--- src/rtl/assign_emit_pkg.sv ---
// Shared encodings, ASCII constants and FSM types for the Verilog assign-statement emitter.
package assign_emit_pkg;

  localparam logic [2:0] OP_AND = 3'd0;
  localparam logic [2:0] OP_OR  = 3'd1;
  localparam logic [2:0] OP_XOR = 3'd2;
  localparam logic [2:0] OP_NOT = 3'd3;
  localparam logic [2:0] OP_BUF = 3'd4;

  localparam logic [7:0] CH_A    = 8'h61;
  localparam logic [7:0] CH_S    = 8'h73;
  localparam logic [7:0] CH_I    = 8'h69;
  localparam logic [7:0] CH_G    = 8'h67;
  localparam logic [7:0] CH_N    = 8'h6E;
  localparam logic [7:0] CH_SP   = 8'h20;
  localparam logic [7:0] CH_EQ   = 8'h3D;
  localparam logic [7:0] CH_AMP  = 8'h26;
  localparam logic [7:0] CH_BAR  = 8'h7C;
  localparam logic [7:0] CH_CRT  = 8'h5E;
  localparam logic [7:0] CH_TLD  = 8'h7E;
  localparam logic [7:0] CH_SEMI = 8'h3B;
  localparam logic [7:0] CH_LF   = 8'h0A;
  localparam logic [7:0] CH_0    = 8'h30;

  // Digit counts never exceed 5 (ID_W <= 16); index covers the 7-byte keyword.
  localparam int CNT_W = 3;
  localparam int IDX_W = 3;

  typedef enum logic [3:0] {
    ST_IDLE, ST_KW, ST_DST, ST_EQ, ST_PRE, ST_SRCA, ST_OPSYM, ST_SRCB, ST_TAIL
  } state_t;

  typedef struct packed {
    state_t             st;
    logic [IDX_W-1:0]   idx;
  } pos_t;

  function automatic int max_digits(input int id_w);
    longint v;
    int     n;
    v = (longint'(1) << id_w) - 1;
    n = 1;
    for (int i = 0; i < 20; i++) begin
      if (v >= 10) begin
        v = v / 10;
        n++;
      end
    end
    return n;
  endfunction

endpackage

--- src/rtl/assign_stmt_emitter_bin2dec_digits.sv ---
// Combinational double-dabble: binary identifier to BCD digits plus a
// leading-zero-suppressed digit count (a zero value still counts one digit).
module bin2dec_digits
  import assign_emit_pkg::*;
#(
  parameter int ID_W = 8,
  parameter int DW   = 3
) (
  input  logic [ID_W-1:0]     bin,
  output logic [DW-1:0][3:0]  bcd,
  output logic [CNT_W-1:0]    cnt
);

  logic [DW*4-1:0] acc;

  always_comb begin
    acc = '0;
    for (int i = ID_W - 1; i >= 0; i--) begin
      for (int j = 0; j < DW; j++) begin
        if (acc[j*4 +: 4] >= 4'd5) acc[j*4 +: 4] = acc[j*4 +: 4] + 4'd3;
      end
      acc = {acc[DW*4-2:0], bin[i]};
    end
  end

  always_comb begin
    cnt = CNT_W'(1);
    for (int j = 0; j < DW; j++) begin
      bcd[j] = acc[j*4 +: 4];
      if (j > 0 && acc[j*4 +: 4] != 4'd0) cnt = CNT_W'(j + 1);
    end
  end

endmodule

--- src/rtl/assign_stmt_emitter.sv ---
// Serializes one gate record per handshake into an ASCII line
// "assign n<d> = <expr>;\n", one byte per cycle with ready/valid backpressure.
module assign_stmt_emitter
  import assign_emit_pkg::*;
#(
  parameter int ID_W = 8
) (
  input  logic            clk,
  input  logic            rst,
  input  logic            in_valid,
  output logic            in_ready,
  input  logic [2:0]      in_op,
  input  logic [ID_W-1:0] in_dst,
  input  logic [ID_W-1:0] in_a,
  input  logic [ID_W-1:0] in_b,
  output logic            out_valid,
  input  logic            out_ready,
  output logic [7:0]      out_data,
  output logic            out_last,
  output logic            err_op
);

  localparam int DW = max_digits(ID_W);

  state_t               state;
  logic [IDX_W-1:0]     idx;
  logic [2:0]           op_p1;
  logic                 accept;
  pos_t                 cur, adv;
  logic [7:0]           adv_char;

  logic [DW-1:0][3:0]   dst_dig_p0, a_dig_p0, b_dig_p0;
  logic [CNT_W-1:0]     dst_cnt_p0, a_cnt_p0, b_cnt_p0;
  logic [DW-1:0][3:0]   dst_dig_p1, a_dig_p1, b_dig_p1;
  logic [CNT_W-1:0]     dst_cnt_p1, a_cnt_p1, b_cnt_p1;

  assign accept = in_valid && in_ready;

  bin2dec_digits #(.ID_W(ID_W), .DW(DW)) u_dst (.bin(in_dst), .bcd(dst_dig_p0), .cnt(dst_cnt_p0));
  bin2dec_digits #(.ID_W(ID_W), .DW(DW)) u_a   (.bin(in_a),   .bcd(a_dig_p0),   .cnt(a_cnt_p0));
  bin2dec_digits #(.ID_W(ID_W), .DW(DW)) u_b   (.bin(in_b),   .bcd(b_dig_p0),   .cnt(b_cnt_p0));

  // p0 -> p1: digit arrays registered at acceptance, stable for the whole statement
  always_ff @(posedge clk) begin
    if (accept) begin
      dst_dig_p1 <= dst_dig_p0;
      a_dig_p1   <= a_dig_p0;
      b_dig_p1   <= b_dig_p0;
      dst_cnt_p1 <= dst_cnt_p0;
      a_cnt_p1   <= a_cnt_p0;
      b_cnt_p1   <= b_cnt_p0;
    end
  end

  function automatic logic [7:0] dig_char(input logic [DW-1:0][3:0] d,
                                          input logic [CNT_W-1:0] cnt,
                                          input logic [IDX_W-1:0] i);
    logic [CNT_W-1:0] k;
    logic [7:0]       r;
    k = cnt - CNT_W'(i);
    r = CH_0;
    for (int j = 0; j < DW; j++) begin
      if (CNT_W'(j) == k) r = CH_0 + {4'd0, d[j]};
    end
    return r;
  endfunction

  function automatic logic is_binary(input logic [2:0] op);
    return (op == OP_AND) || (op == OP_OR) || (op == OP_XOR);
  endfunction

  // Position that follows the byte currently presented.
  always_comb begin
    cur = '{st: state, idx: idx};
    adv = '{st: state, idx: idx + IDX_W'(1)};
    case (state)
      ST_KW:    if (idx == IDX_W'(6)) adv = '{st: ST_DST, idx: '0};
      ST_DST:   if (idx == IDX_W'(dst_cnt_p1)) adv = '{st: ST_EQ, idx: '0};
      ST_EQ:    if (idx == IDX_W'(2))
                  adv = '{st: (op_p1 == OP_NOT) ? ST_PRE : ST_SRCA, idx: '0};
      ST_PRE:   adv = '{st: ST_SRCA, idx: '0};
      ST_SRCA:  if (idx == IDX_W'(a_cnt_p1))
                  adv = '{st: is_binary(op_p1) ? ST_OPSYM : ST_TAIL, idx: '0};
      ST_OPSYM: if (idx == IDX_W'(2)) adv = '{st: ST_SRCB, idx: '0};
      ST_SRCB:  if (idx == IDX_W'(b_cnt_p1)) adv = '{st: ST_TAIL, idx: '0};
      ST_TAIL:  if (idx == IDX_W'(1)) adv = '{st: ST_IDLE, idx: '0};
      default:  adv = cur;
    endcase
  end

  always_comb begin
    adv_char = CH_SP;
    case (adv.st)
      ST_KW: begin
        case (adv.idx)
          3'd0:    adv_char = CH_A;
          3'd1:    adv_char = CH_S;
          3'd2:    adv_char = CH_S;
          3'd3:    adv_char = CH_I;
          3'd4:    adv_char = CH_G;
          3'd5:    adv_char = CH_N;
          default: adv_char = CH_SP;
        endcase
      end
      ST_DST:   adv_char = (adv.idx == '0) ? CH_N : dig_char(dst_dig_p1, dst_cnt_p1, adv.idx);
      ST_EQ:    adv_char = (adv.idx == IDX_W'(1)) ? CH_EQ : CH_SP;
      ST_PRE:   adv_char = CH_TLD;
      ST_SRCA:  adv_char = (adv.idx == '0) ? CH_N : dig_char(a_dig_p1, a_cnt_p1, adv.idx);
      ST_OPSYM: begin
        if (adv.idx == IDX_W'(1))
          adv_char = (op_p1 == OP_AND) ? CH_AMP : (op_p1 == OP_OR) ? CH_BAR : CH_CRT;
        else
          adv_char = CH_SP;
      end
      ST_SRCB:  adv_char = (adv.idx == '0) ? CH_N : dig_char(b_dig_p1, b_cnt_p1, adv.idx);
      ST_TAIL:  adv_char = (adv.idx == '0) ? CH_SEMI : CH_LF;
      default:  adv_char = CH_SP;
    endcase
  end

  // p1 -> output: state and the presented byte advance only on a sink handshake
  always_ff @(posedge clk or posedge rst) begin
    if (rst) begin
      state     <= ST_IDLE;
      idx       <= '0;
      op_p1     <= OP_AND;
      in_ready  <= 1'b1;
      out_valid <= 1'b0;
      out_data  <= 8'h00;
      out_last  <= 1'b0;
      err_op    <= 1'b0;
    end else begin
      err_op <= 1'b0;
      if (state == ST_IDLE) begin
        if (accept) begin
          op_p1 <= in_op;
          if (in_op <= OP_BUF) begin
            state     <= ST_KW;
            idx       <= '0;
            in_ready  <= 1'b0;
            out_valid <= 1'b1;
            out_data  <= CH_A;
            out_last  <= 1'b0;
          end else begin
            err_op <= 1'b1;
          end
        end
      end else if (out_valid && out_ready) begin
        state <= adv.st;
        idx   <= adv.idx;
        if (adv.st == ST_IDLE) begin
          out_valid <= 1'b0;
          out_last  <= 1'b0;
          in_ready  <= 1'b1;
        end else begin
          out_data <= adv_char;
          out_last <= (adv.st == ST_TAIL) && (adv.idx == IDX_W'(1));
        end
      end
    end
  end

endmodule

--- config.mk ---
export PLATFORM = sky130hd
export DESIGN_NAME = assign_stmt_emitter
export DESIGN_NICKNAME = d
export VERILOG_FILES = /design/src/rtl/assign_emit_pkg.sv /design/src/rtl/assign_stmt_emitter_bin2dec_digits.sv /design/src/rtl/assign_stmt_emitter.sv
export SDC_FILE = /design/constraint.sdc
export NUM_CORES = 1
export LEC_CHECK = 0
export BUFFER_PORTS_ARGS = -buffer_cell sky130_fd_sc_hd__buf_2
export CORE_AREA = 2 2 102 104
export DETAILED_ROUTE_END_ITERATION = 12
export DIE_AREA = 0 0 104 106
export PLACE_DENSITY = 0.8
export SLEW_MARGIN = 10
export SYNTH_ARGS = -nofsm -noshare
export SYNTH_HDL_FRONTEND = slang
export SYNTH_SLANG_ARGS = --single-unit
--- constraint.sdc ---
create_clock -name clk -period 4.2 [get_ports clk]
set_input_delay 0.21 -clock clk [delete_from_list [all_inputs] [get_ports clk]]
set_output_delay 0.21 -clock clk [all_outputs]
set_load 0.02 [all_outputs]
# After elaboration in Yosys (flattened, before gate mapping)
# Cells that the tools add are included.
# op_classes
n_reduce_logical	25
muxes	82
n_eq_ne	39
multipliers	0
n_bitwise	0
n_addsub	34
shifts	0
n_lt_le_gt_ge	22
n_div	0
# ops
op	n
two-way mux 8 bit	14
two-way mux 4 bit	26
two-way mux 7 bit	12
case mux 8 bit (8 select lines)	1
adder 4 x 2 -> 4 bit (second input constant)	15
greater-or-equal comparator 4 x 3 -> 1 bit (second input constant)	15
case mux 7 bit (8 select lines)	1
adder 6 x 4 -> 7 bit (first input constant)	6
case mux 7 bit (5 select lines)	1
== test 4 x 3 -> 1 bit (second input constant)	8
adder 3 x 2 -> 4 bit (second input constant)	6
nonzero test 4 bit	6
adder 6 x 2 -> 7 bit (first input constant)	3
greater-or-equal comparator 3 bit (second input constant)	6
two-way mux 1 bit	17
== test 4 x 2 -> 1 bit (second input constant)	4
== test 3 x 2 -> 1 bit (second input constant)	5
zero test 3 bit	5
two-way mux 3 bit	4
two-way mux 6 bit	2
== test 1 x 3 -> 1 bit (first input constant)	3
== test 2 x 3 -> 1 bit (first input constant)	3
== test 3 x 1 -> 1 bit (second input constant)	3
== test 3 bit	3
other kinds (18)	33
# word_totals
ram_bits	0
output_inout_bits	12
mem_bits_ro	0
mem_count	0
ff_bits	61
latchBits	0

# Logic depth before layout (Yosys ltp)
# Gate-level depths: netlist (run 1).
# depth
depth_word	16
depth_mapped	26
mapped_depth_nobuf	25

# Modules after synthesis
# From an unflattened synthesis (run 1), not the netlist that was laid out.
# hier_totals
hier_cells	777
hier_area_um2	6904.1
# modules_own_cells
mod	cells_each	seq_area_each_um2	area_per_inst_um2	n_inst
assign_stmt_emitter	393	1878.1	4027.6	1
bin2dec_digits at u_a ...	128	0.0	940.9	2
bin2dec_digits at u_b	128	0.0	994.7	1

# Worst setup path before layout (run 1)
# No wires, ideal clock.
# synth_timing
path_type	input to register
startpoint	in in_b[6]
endpoint	reg b_cnt_p1[0] (data pin)
required_ps	3941
path_buffers	1
setup_ps	259
setup_slack_ps	-690
arrival_time_ps	4631
cell_stages	26
path_cell_list	buf_2 > inv_1 > ha_1 > or2_2 > a21oi_2 > ha_1 > nand2b_1 > o211ai_1 > a211oi_1 > inv_1 > ha_1 > nand2b_1 > nand2_1 > mux2_2 > inv_1 > ha_1 > inv_1 > a21oi_1 > a21oi_1 > ha_1 > inv_1 > maj3_1 > mux2i_1 > o311a_4 > nor3_2 > a211o_1
# synth_lines
element	line_no	rtl
start: declaration	assign_stmt_emitter.sv:15	input logic [ID_W-1:0] in_b,
end signal: assignment	assign_stmt_emitter.sv:51	b_cnt_p1 <= b_cnt_p0;
end: declaration	assign_stmt_emitter.sv:35	logic [CNT_W-1:0] dst_cnt_p1, a_cnt_p1, b_cnt_p1;

==> impl_metrics.py, run 1 <==
metrics = {
    "outcome": {
        "status": "finished clean",
    },
    "synthesis": {
        "synthCells": 695,
        "ys_ff_latch": 57,
        "synth-edff-count": 36,
        "netlist_top_cells_area": "edfxtp_1 19%, dfrtp_1 8.6%, ha_1 6.0%",
        "yosysSeqAreaShare_pct": 27.6,
        "postSynth.asyncResetShare_pct": 36.8,
        "synth_flop_cell": "edfxtp_1",
        "yosys.area.top_type": "edfxtp_1",
        "syn-mean-instance-area_um2": 8.37,
        "yosysWarningCount": 0,
        "synth_cell_types": 82,
        "syn_nets": 757,
        "synthesis.area_um2": 5820,
        "synthDominantCellAreaShare_pct": 18.6,
    },
    "cells_and_area": {
        "multiInputGateArea_um2": 4170,
        "stdcell_area_um2": 7160,
        "drive_gt1_share_pct": 27.4,
        "antenna_cells": 0,
        "regArea_um2": 1610,
        "fillers": 767,
        "fin_nets": 866,
        "utilization_pct": 71.6,
        "area_growth_pct": 23.0,
    },
    "floorplan": {
        "start_util_pct": 58.2,
        "ios": 43,
        "core_area_um2": 10000,
        "dieWidth_um": 104,
        "die_h_um": 106,
        "rows": 37,
        "die-area_um2": 11000,
    },
    "sta": {
        "rsz0062_at_grt": "true",
        "max_freq_mhz": 245,
        "tns_ns": 0,
        "hold_viol_final": 0,
        "skew_ns": 0.00627,
        "setup_ws_ns": 0.126,
        "drv_slew": 0,
        "setup_viol": 0,
        "fin_crit_sh_pct": 97.0,
        "fin_hold_ws_ns": 0.0237,
        "worst_pin_slew_ns": 0.886,
        "slew_headroom_pct": 40.8,
        "layout_min_cycle_time_ns": 4.07,
    },
    "critical_path": {
        "reg2reg_to": "out_data[1]",
        "endpoint_kind": "register",
        "path_class": "in2reg",
        "r2r_slack_ns": 0.23,
        "required_ns": 4.30,
        "r2r-start": "idx[1]",
        "crit_path_start_kind": "input port",
        "cp.arrival_ns": 4.17,
        "reg2reg_depth": 14,
        "path_max_fanout": 3,
    },
    "clocking": {
        "h-tree-depth": 3,
        "cts_max_path_buffers": 2,
        "root_buffer": "clkbuf_8",
        "cts_hold_buffers": 0,
        "clk_latency_ns": 0.35,
        "tritoncts": "yes",
        "clk_pin_slew_ns": 0.07,
        "clock-sinks": 57,
        "numCtsBuffers": 9,
    },
    "routing": {
        "drc": 0,
        "ant_nets": 0,
        "wire_per_inst_um": 15.7,
        "via_per_inst": 6.18,
        "drt_iter0_markers": 400,
        "firstDrtPassIters": 5,
        "num_vias": 5842,
        "totalWireLength_um": 14800,
    },
    "placed_design": {
        "place_area_um2": 6820,
        "pre_cts_ws_ns": -0.250,
        "gp_congestion": 0.929,
        "dp_hpwl_um": 11200,
        "io_buffers": 41,
    },
    "pwr": {
        "power_leakage_nw": 3.07,
        "power_density_nw_per_um2": 303,
        "vdd_drop_max_mv": 0.207,
    },
    "global_route": {
        "grt_start_max_net_pins": 25,
        "track_usage_pct": 27.0,
        "grt_pass1_vias": 5632,
        "grt_pass1_wl_um": 24800,
        "antenna_found_initial": 0,
        "grt_overflow": 0,
    },
    "flow_run": {
        "cap_violations": 0,
    },
    "hold_path": {
        "hold_path.class": "in2async",
    },
}
[area by class of cell]
class / count / share of cell area, %
Sequential cell: 57 / 22.5
Clock buffer: 9 / 1.73
Clock inverter: 7 / 0.979
Tap cell: 136 / 2.38
Multi-Input combinational cell: 568 / 58.3
Timing Repair Buffer: 129 / 12.1
Inverter: 39 / 2.08
[how the worst max path moves through the flow]
stage | startpoint | to | slack [ns]
floorplan | in_b[6] | b_cnt_p1[0] | -0.19
global route | in_a[6] | a_cnt_p1[1] | -0.15
finish | in_a[6] | a_cnt_p1[1] | 0.13
global placement | in_b[6] | b_cnt_p1[0] | -0.1
CTS | in_b[6] | b_cnt_p1[1] | 0.1
detailed placement | in_b[6] | b_cnt_p1[0] | -0.25
[synthesized netlist by cell type, drive strengths merged, types with 5 or more instances]
library cell	number
edfxtp	36
o21ai	55
nand2b	21
nor2	57
and2	11
and3	10
o21a	7
a22o	6
a211oi	10
nand2	59
nor2b	13
dfrtp	20
ha	28
o22ai	12
a21oi	42
nand3	13
mux2i	22
nor3	31
buf	9
o211ai	7
mux2	23
inv	39
xor2	11
a21o	5
clkbuf	22
xnor2	13
o31ai	6
a22oi	8
or3	7
nor4	7
[power breakdown]
part           internal, W  switching [W]  total (W)
logic             0.000489       0.000533    0.00102
clock network     0.000272       0.000243   0.000515
registers         0.000628              0   0.000628
total              0.00139       0.000776    0.00217
[sequential cells by signal, indices dropped and copies added (netlist names)]
| signal | cells |
|---|---|
| b_cnt_p1 | 2 |
| out_last | 1 |
| a_dig_p1 | 10 |
| b_dig_p1 | 10 |
| out_data | 7 |
| err_op | 1 |
| dst_dig_p1 | 10 |
| op_p1 | 3 |
| dst_cnt_p1 | 2 |
| state | 4 |
| out_valid | 1 |
| in_ready | 1 |
| a_cnt_p1 | 2 |
| idx | 3 |
[kinds of logic after synthesis]
| logic type | count (synthesis) | share of synthesized area, % |
|---|---|---|
| and+or+nand+nor | 251 | 22.0 |
| AOI/OAI and AO/OA | 215 | 26.0 |
| buffers and inverters | 70 | 4.84 |
| DFF | 57 | 27.6 |
| muxes | 45 | 8.51 |
| adders and majority gates | 32 | 7.22 |
| xor gates and xnor gates | 24 | 3.74 |
| other | 1 | 0.0644 |
[critical path: stages]
cell and delay [ns]:
buf_2 0.10, inv_1 0.07, ha_2 0.17, o21bai_1 0.07, mux2_4 0.28, ha_1 0.19
nand2b_4 0.15, o211ai_1 0.14, a21oi_2 0.10, or2_4 0.27, ha_1 0.19, nand2b_4 0.15
buf_4 0.14, and3_1 0.17, a311oi_1 0.35, and2_1 0.21, a21oi_1 0.08, ha_2 0.21
nand2_1 0.06, a21oi_1 0.06, o32ai_1 0.27, nand2_1 0.13, nor4_2 0.31, nand2_1 0.09
[layer usage]
| metal | track usage, % | share of wire (%) |
|---|---|---|
| met5 | 0 | 0 |
| met4 | 14.3 | 4.2 |
| met3 | 4.84 | 4.5 |
| met2 | 47.5 | 50 |
| met1 | 31.4 | 41 |
[stage by stage]
stage | total power [W] | instances
floorplan | 0.00131 | 695
global placement | 0.00155 | 923
detailed placement | 0.00160 | 923
CTS | 0.00211 | 939
global route | 0.00230 | 945
finish | 0.00217 | 945
[what timing repair did]
action,CTS,global route
resized for setup,0,19
endpoints found under the setup margin,0,10
setup buffers,0,6
hold endpoints to repair,0,0
[cells in the final DEF, fill, tap and decap left out, types with 5 or more instances in the layout]
cell type and instances:
mux2i_1 19, nor2_1 56, a22o_1 6, nor2b_1 13, nand2_1 59, nand3_1 13
buf_4 88, o22ai_1 12, a22oi_1 8, mux2_2 19, a21o_1 5, nand2b_1 17
ha_4 5, a21oi_1 37, clkbuf_8 9, nor4_1 6, nor3_1 28, a211oi_1 9
xnor2_1 11, dfrtp_1 20, o21ai_0 52, inv_1 35, and2_1 11, o21a_1 7
o211ai_1 7, or3_1 7, xor2_1 11, edfxtp_1 36, buf_2 41, and3_1 9
o31ai_1 5, ha_1 19
Power figures use the tool's default switching activity.
==> run 2, diff against run 1 <==
==> constraint.sdc (replaced) <==
create_clock -name clk -period 4.2 [get_ports clk]
set_input_delay 0.42 -clock clk [delete_from_list [all_inputs] [get_ports clk]]
set_output_delay 0.42 -clock clk [all_outputs]
set_load 0.02 [all_outputs]
==> impl_metrics.py, run 2 (synthesis results as in run 1) <==
metrics = {
    "routing": {
        "drt_iter0_markers": 310,
        "num_vias": 5892,
        "drc": 0,
        "totalWireLength_um": 15000,
        "ant_nets": 0,
        "via_per_inst": 6.05,
        "firstDrtPassIters": 7,
        "wire_per_inst_um": 15.4,
    },
    "sta": {
        "worst_pin_slew_ns": 1.12,
        "layout_min_cycle_time_ns": 4.24,
        "max_freq_mhz": 236,
        "drv_slew": 0,
        "fin_hold_ws_ns": 0.204,
        "skew_ns": 0.0158,
        "setup_viol": 2,
        "slew_headroom_pct": 25.1,
        "fin_crit_sh_pct": 101,
        "setup_ws_ns": -0.0443,
        "rsz0062_at_grt": "true",
        "hold_viol_final": 0,
    },
    "floorplan": {
        "die_h_um": 106,
        "ios": 43,
        "die-area_um2": 11000,
        "dieWidth_um": 104,
        "start_util_pct": 58.2,
        "rows": 37,
        "core_area_um2": 10000,
    },
    "critical_path": {
        "path_max_fanout": 3,
        "endpoint_kind": "register",
        "crit_path_max_incr_delay_ns": 0.30,
        "path_class": "in2reg",
        "crit_top_cell": "ha_4",
        "crit_path_start_kind": "input port",
        "required_ns": 4.29,
        "cp.arrival_ns": 4.33,
        "crit_chain": "buf_8 > inv_4 > ha_4 > or2_4 > a21oi_4 > ha_2 > nand2b_4 > o211ai_1 > a211oi_2 > inv_2 > ha_4 > nand2b_4 > a31oi_4 > mux2i_4 > and4_4 > nor2_4 > ha_4 > inv_2 > maj3_2 > mux2i_1 > o311a_4 > nor3_4 > a211o_1",
        "slowest_stage": "a211oi_2",
    },
    "clocking": {
        "cts_max_path_buffers": 2,
        "clk_latency_ns": 0.35,
        "cts_hold_buffers": 0,
        "tritoncts": "yes",
        "numCtsBuffers": 9,
        "clk_pin_slew_ns": 0.07,
        "clock-sinks": 57,
        "root_buffer": "clkbuf_8",
        "h-tree-depth": 3,
    },
    "hold_path": {
        "hold_path.class": "in2async",
    },
    "pwr": {
        "p_switching_w": 0.000779,
        "power_leakage_nw": 3.25,
        "p_int_w": 0.00152,
        "power_frac_comb_pct": 50.4,
        "vdd_drop_max_mv": 0.154,
        "power_w": 0.00229,
        "p_seq_share_pct": 27.4,
        "power_density_nw_per_um2": 305,
        "switching_share_pct": 34.0,
        "clockPowerShare_pct": 22.1,
    },
    "global_route": {
        "antenna_found_initial": 0,
        "grt_pass1_wl_um": 24100,
        "grt_start_max_net_pins": 24,
        "grt_overflow": 0,
        "track_usage_pct": 26.1,
        "grt_pass1_vias": 5450,
    },
    "placed_design": {
        "io_buffers": 41,
        "gp_congestion": 0.921,
        "place_inst": 939,
        "place_area_um2": 6990,
        "dp_hpwl_um": 11200,
    },
    "outcome": {
        "status": "complete, but fails checks",
        "failed_checks": "setup timing",
    },
    "cells_and_area": {
        "fillers": 713,
        "drive_gt1_share_pct": 32.0,
        "reg.largest.list": "a_dig_p1 (10), b_dig_p1 (10), dst_dig_p1 (10)",
        "antenna_cells": 0,
        "layout.cells.non_filler": 974,
        "area_growth_pct": 29.1,
        "mostFrequentLayoutCells": "115 x buf_4, 58 x nand2_1, 54 x nor2_1, 51 x o21ai_0, 39 x buf_2",
        "stdcell_area_um2": 7510,
        "fin_nets": 895,
        "final_common_cell": "buf_4",
    },
    "flow_run": {
        "cap_violations": 0,
    },
}
-- run 2: cell types whose count changed in the layout (fill, tap and decap cells not counted), moves of 3 or more --
cell,delta
buf_4,+27
ha_1,-5
ha_4,+4
buf_6,+3
clkbuf_8,+3
clkinvlp_4,-3
inv_1,-3
-- run 2: layout make-up --
| cell class | instances | area, um^2 | share of cell area [%] |
|---|---|---|---|
| inverter | 39 | 154 | 2.05 |
| multi-input combinational | 568 | 4270 | 56.9 |
| clock buffer | 15 | 198 | 2.63 |
| sequential | 57 | 1610 | 21.4 |
| timing repair buffer | 158 | 1110 | 14.7 |
| tap | 136 | 170 | 2.26 |
| clock inverter | 1 | 5.00 | 0.0666 |
-- run 2: final timing paths --
kind | startpoint | cells after the start | slack [ns] | end
worst max-delay path | in_b[6] | 23 | -0.04 | b_cnt_p1[0]
worst min-delay path | rst | 2 | 0.20 | out_data[5]
worst max register to register | idx[0] | 15 | 0.19 | out_data[1]
worst min register to register | out_data[4] | 2 | 0.47 | out_data[4]
max in group asynchronous | rst | 2 | 3.50 | out_data[1]
min in group clk | in_a[0] | 1 | 0.28 | a_dig_p1[0]
-- run 2: stage by stage --
stage	utilization, %	TNS [ns]	setup WS, ns
2_1_floorplan	-	-0.786	-0.397
5_1_grt	75.2	-0.537	-0.201
6_report	75.2	-0.0667	-0.0443
3_5_place_dp	69.9	-2.24	-0.489
3_3_place_gp	69.9	-0.927	-0.323
4_1_cts	72.3	0	0.00737
-- run 2: power groups by stage --
stage	Combinational, W	Clock [W]	Sequential (W)
floorplan	0.000681	0	0.000640
global placement	0.000971	0	0.000640
detailed placement	0.00102	0	0.000640
CTS	0.00104	0.000511	0.000629
global route	0.00126	0.000538	0.000628
finish	0.00116	0.000508	0.000629
-- run 2: per-layer routing --
metal,share of wire [%],global-route usage [%],up-vias
li1,-,-,2876
met1,40,30.3,2797
met2,52,49.1,182
met3,5.0,4.17,37
met4,2.2,8.01,0
met5,0,0,-
-- run 2: critical path: cells and delay by family --
kind | cells | cell delay [ns]
compound gates | 6 | 1.32
simple gates | 6 | 0.84
mux | 2 | 0.44
buf+inv | 4 | 0.25
fa+ha+maj | 5 | 1.04
-- run 2: repair_timing --
action | in CTS | in global routing
buffers inserted | 3 | 16
endpoints found under the setup margin | 3 | 10
pin swaps | 9 | 30
gates cloned | 0 | 0
gates resized for setup | 5 | 37
==> run 3, diff against run 2 <==
CTS_BUF_LIST = sky130_fd_sc_hd__clkbuf_4   (was unset)
==> impl_metrics.py, run 3 (synthesis results as in run 1) <==
metrics = {
    "sta": {
        "skew_ns": 0.0245,
        "fin_hold_ws_ns": 0.145,
        "max_freq_mhz": 240,
        "layout_min_cycle_time_ns": 4.17,
        "setup_viol": 0,
        "worst_pin_slew_ns": 1.12,
        "hold_viol_final": 0,
        "slew_headroom_pct": 25.3,
        "drv_slew": 0,
        "fin_crit_sh_pct": 99.3,
        "rsz0062_at_grt": "true",
    },
    "critical_path": {
        "critPathBufInv": 4,
        "r2r-start": "idx[0]",
        "required_ns": 4.34,
        "critPathTopFamily": "compound AO/OA/AOI/OAI gates",
        "crit_chain": "buf_8 > inv_4 > ha_4 > or2_4 > a21oi_4 > ha_2 > nand2b_4 > o211ai_1 > a211oi_2 > inv_2 > ha_4 > nand2b_4 > a31oi_4 > mux2i_4 > and4_4 > nor2_4 > ha_4 > inv_2 > maj3_2 > mux2i_1 > o311a_4 > nor3_4 > a211o_1",
        "crit_path_max_incr_delay_ns": 0.30,
        "path_max_fanout": 3,
        "worstSetupStartpoint": "in_b[6]",
        "path_class": "in2reg",
        "endpoint_kind": "register",
        "crit_path_start_kind": "input port",
        "crit_top_cell": "ha_4",
        "cp.arrival_ns": 4.31,
        "slowest_stage": "a211oi_2",
    },
    "cells_and_area": {
        "antenna_cells": 0,
        "regArea_um2": 1610,
        "stdcell_area_um2": 7430,
        "multiInputGateArea_um2": 4300,
        "fin_nets": 889,
        "fillers": 724,
        "area_growth_pct": 27.7,
        "final_common_cell": "buf_4",
        "drive_gt1_share_pct": 31.5,
        "reg.largest.list": "a_dig_p1 (10), b_dig_p1 (10), dst_dig_p1 (10)",
        "mostFrequentLayoutCells": "112 x buf_4, 57 x nand2_1, 55 x nor2_1, 52 x o21ai_0, 37 x buf_2",
    },
    "placed_design": {
        "place_area_um2": 6990,
        "gp_congestion": 0.921,
        "io_buffers": 41,
        "dp_hpwl_um": 11200,
    },
    "routing": {
        "firstDrtPassIters": 7,
        "wire_per_inst_um": 15.3,
        "totalWireLength_um": 14800,
        "ant_nets": 0,
        "num_vias": 5875,
        "via_per_inst": 6.07,
        "drc": 0,
        "drt_iter0_markers": 350,
    },
    "clocking": {
        "numCtsBuffers": 9,
        "h-tree-depth": 3,
        "root_buffer": "clkbuf_4",
        "cts_hold_buffers": 0,
        "clk_latency_ns": 0.41,
        "cts_max_path_buffers": 2,
        "clk_pin_slew_ns": 0.11,
        "tritoncts": "yes",
        "clock-sinks": 57,
    },
    "flow_run": {
        "cap_violations": 0,
    },
    "global_route": {
        "antenna_found_initial": 0,
        "grt_pass1_wl_um": 23800,
        "grt_start_max_net_pins": 24,
        "grt_pass1_vias": 5371,
        "grt_overflow": 0,
        "track_usage_pct": 25.8,
    },
    "floorplan": {
        "core_area_um2": 10000,
        "rows": 37,
        "ios": 43,
        "die-area_um2": 11000,
        "dieWidth_um": 104,
        "start_util_pct": 58.2,
        "die_h_um": 106,
    },
    "pwr": {
        "power_density_nw_per_um2": 288,
        "vdd_drop_max_mv": 0.150,
        "power_leakage_nw": 3.20,
    },
    "hold_path": {
        "hold_path.class": "in2async",
    },
    "outcome": {
        "status": "finished clean",
    },
}
[run 3: worst paths after layout]
path,to,slack [ns],cells past startpoint
min reg2reg,out_data[4],0.48,2
min in group clk,dst_dig_p1[0],0.23,1
max in group asynchronous,out_data[1],3.54,2
max reg2reg,out_data[1],0.20,14
min,out_data[5],0.15,2
max,b_cnt_p1[0],0.03,23
[run 3: repair_timing]
item,4_1_cts,5_1_grt
setup buffers,1,12
resized for setup,1,45
hold endpoints to repair,0,0
pin swaps,1,30
endpoints found under the setup margin,2,9
[run 3: worst reg2reg max path, cell delays in order, from the launching register on]
cell      delay (ns)
dfrtp_1         0.45
xor2_1          0.28
nor4b_1         0.09
buf_4           0.16
o41ai_4         0.47
o31a_1          0.35
ha_1            0.20
inv_1           0.05
fa_1            0.53
mux2_2          0.35
a22o_1          0.18
a211oi_1        0.23
o22ai_1         0.10
and3_1          0.19
a221o_1         0.26
[run 3: metrics by stage]
stage / instances / total power (W) / TNS [ns] / worst slack, ns / util (%)
detailed placement: 939 / 0.00166 / -2.24 / -0.489 / 69.9
finish: 968 / 0.00214 / 0 / 0.0310 / 74.3
global placement: 939 / 0.00161 / -0.927 / -0.323 / 69.9
global route: 968 / 0.00228 / -0.319 / -0.128 / 74.3
CTS: 956 / 0.00204 / 0 / 0.0214 / 71.3
floorplan: 695 / 0.00132 / -0.786 / -0.397 / -
[run 3: power breakdown]
part           internal, W  switching, W  total, W
clock network     0.000189      0.000188  0.000377
logic             0.000569      0.000570   0.00114
registers         0.000628             0  0.000628
[run 3: final cells by class]
type                       instances  share of cell area (%)
clock buffer                      11                    1.11
clock inverter                     5                   0.623
inverter                          39                    2.10
multi-input combinational        568                    57.9
sequential                        57                    21.6
tap                              136                    2.29
timing repair buffer             152                    14.4
[run 3: routing by layer]
layer  global-route usage, %  part of all wire (%)
met2                    48.6                    53
met4                    6.66                   1.7
met1                    31.0                    41
met5                       0                     0
met3                    3.31                   4.7
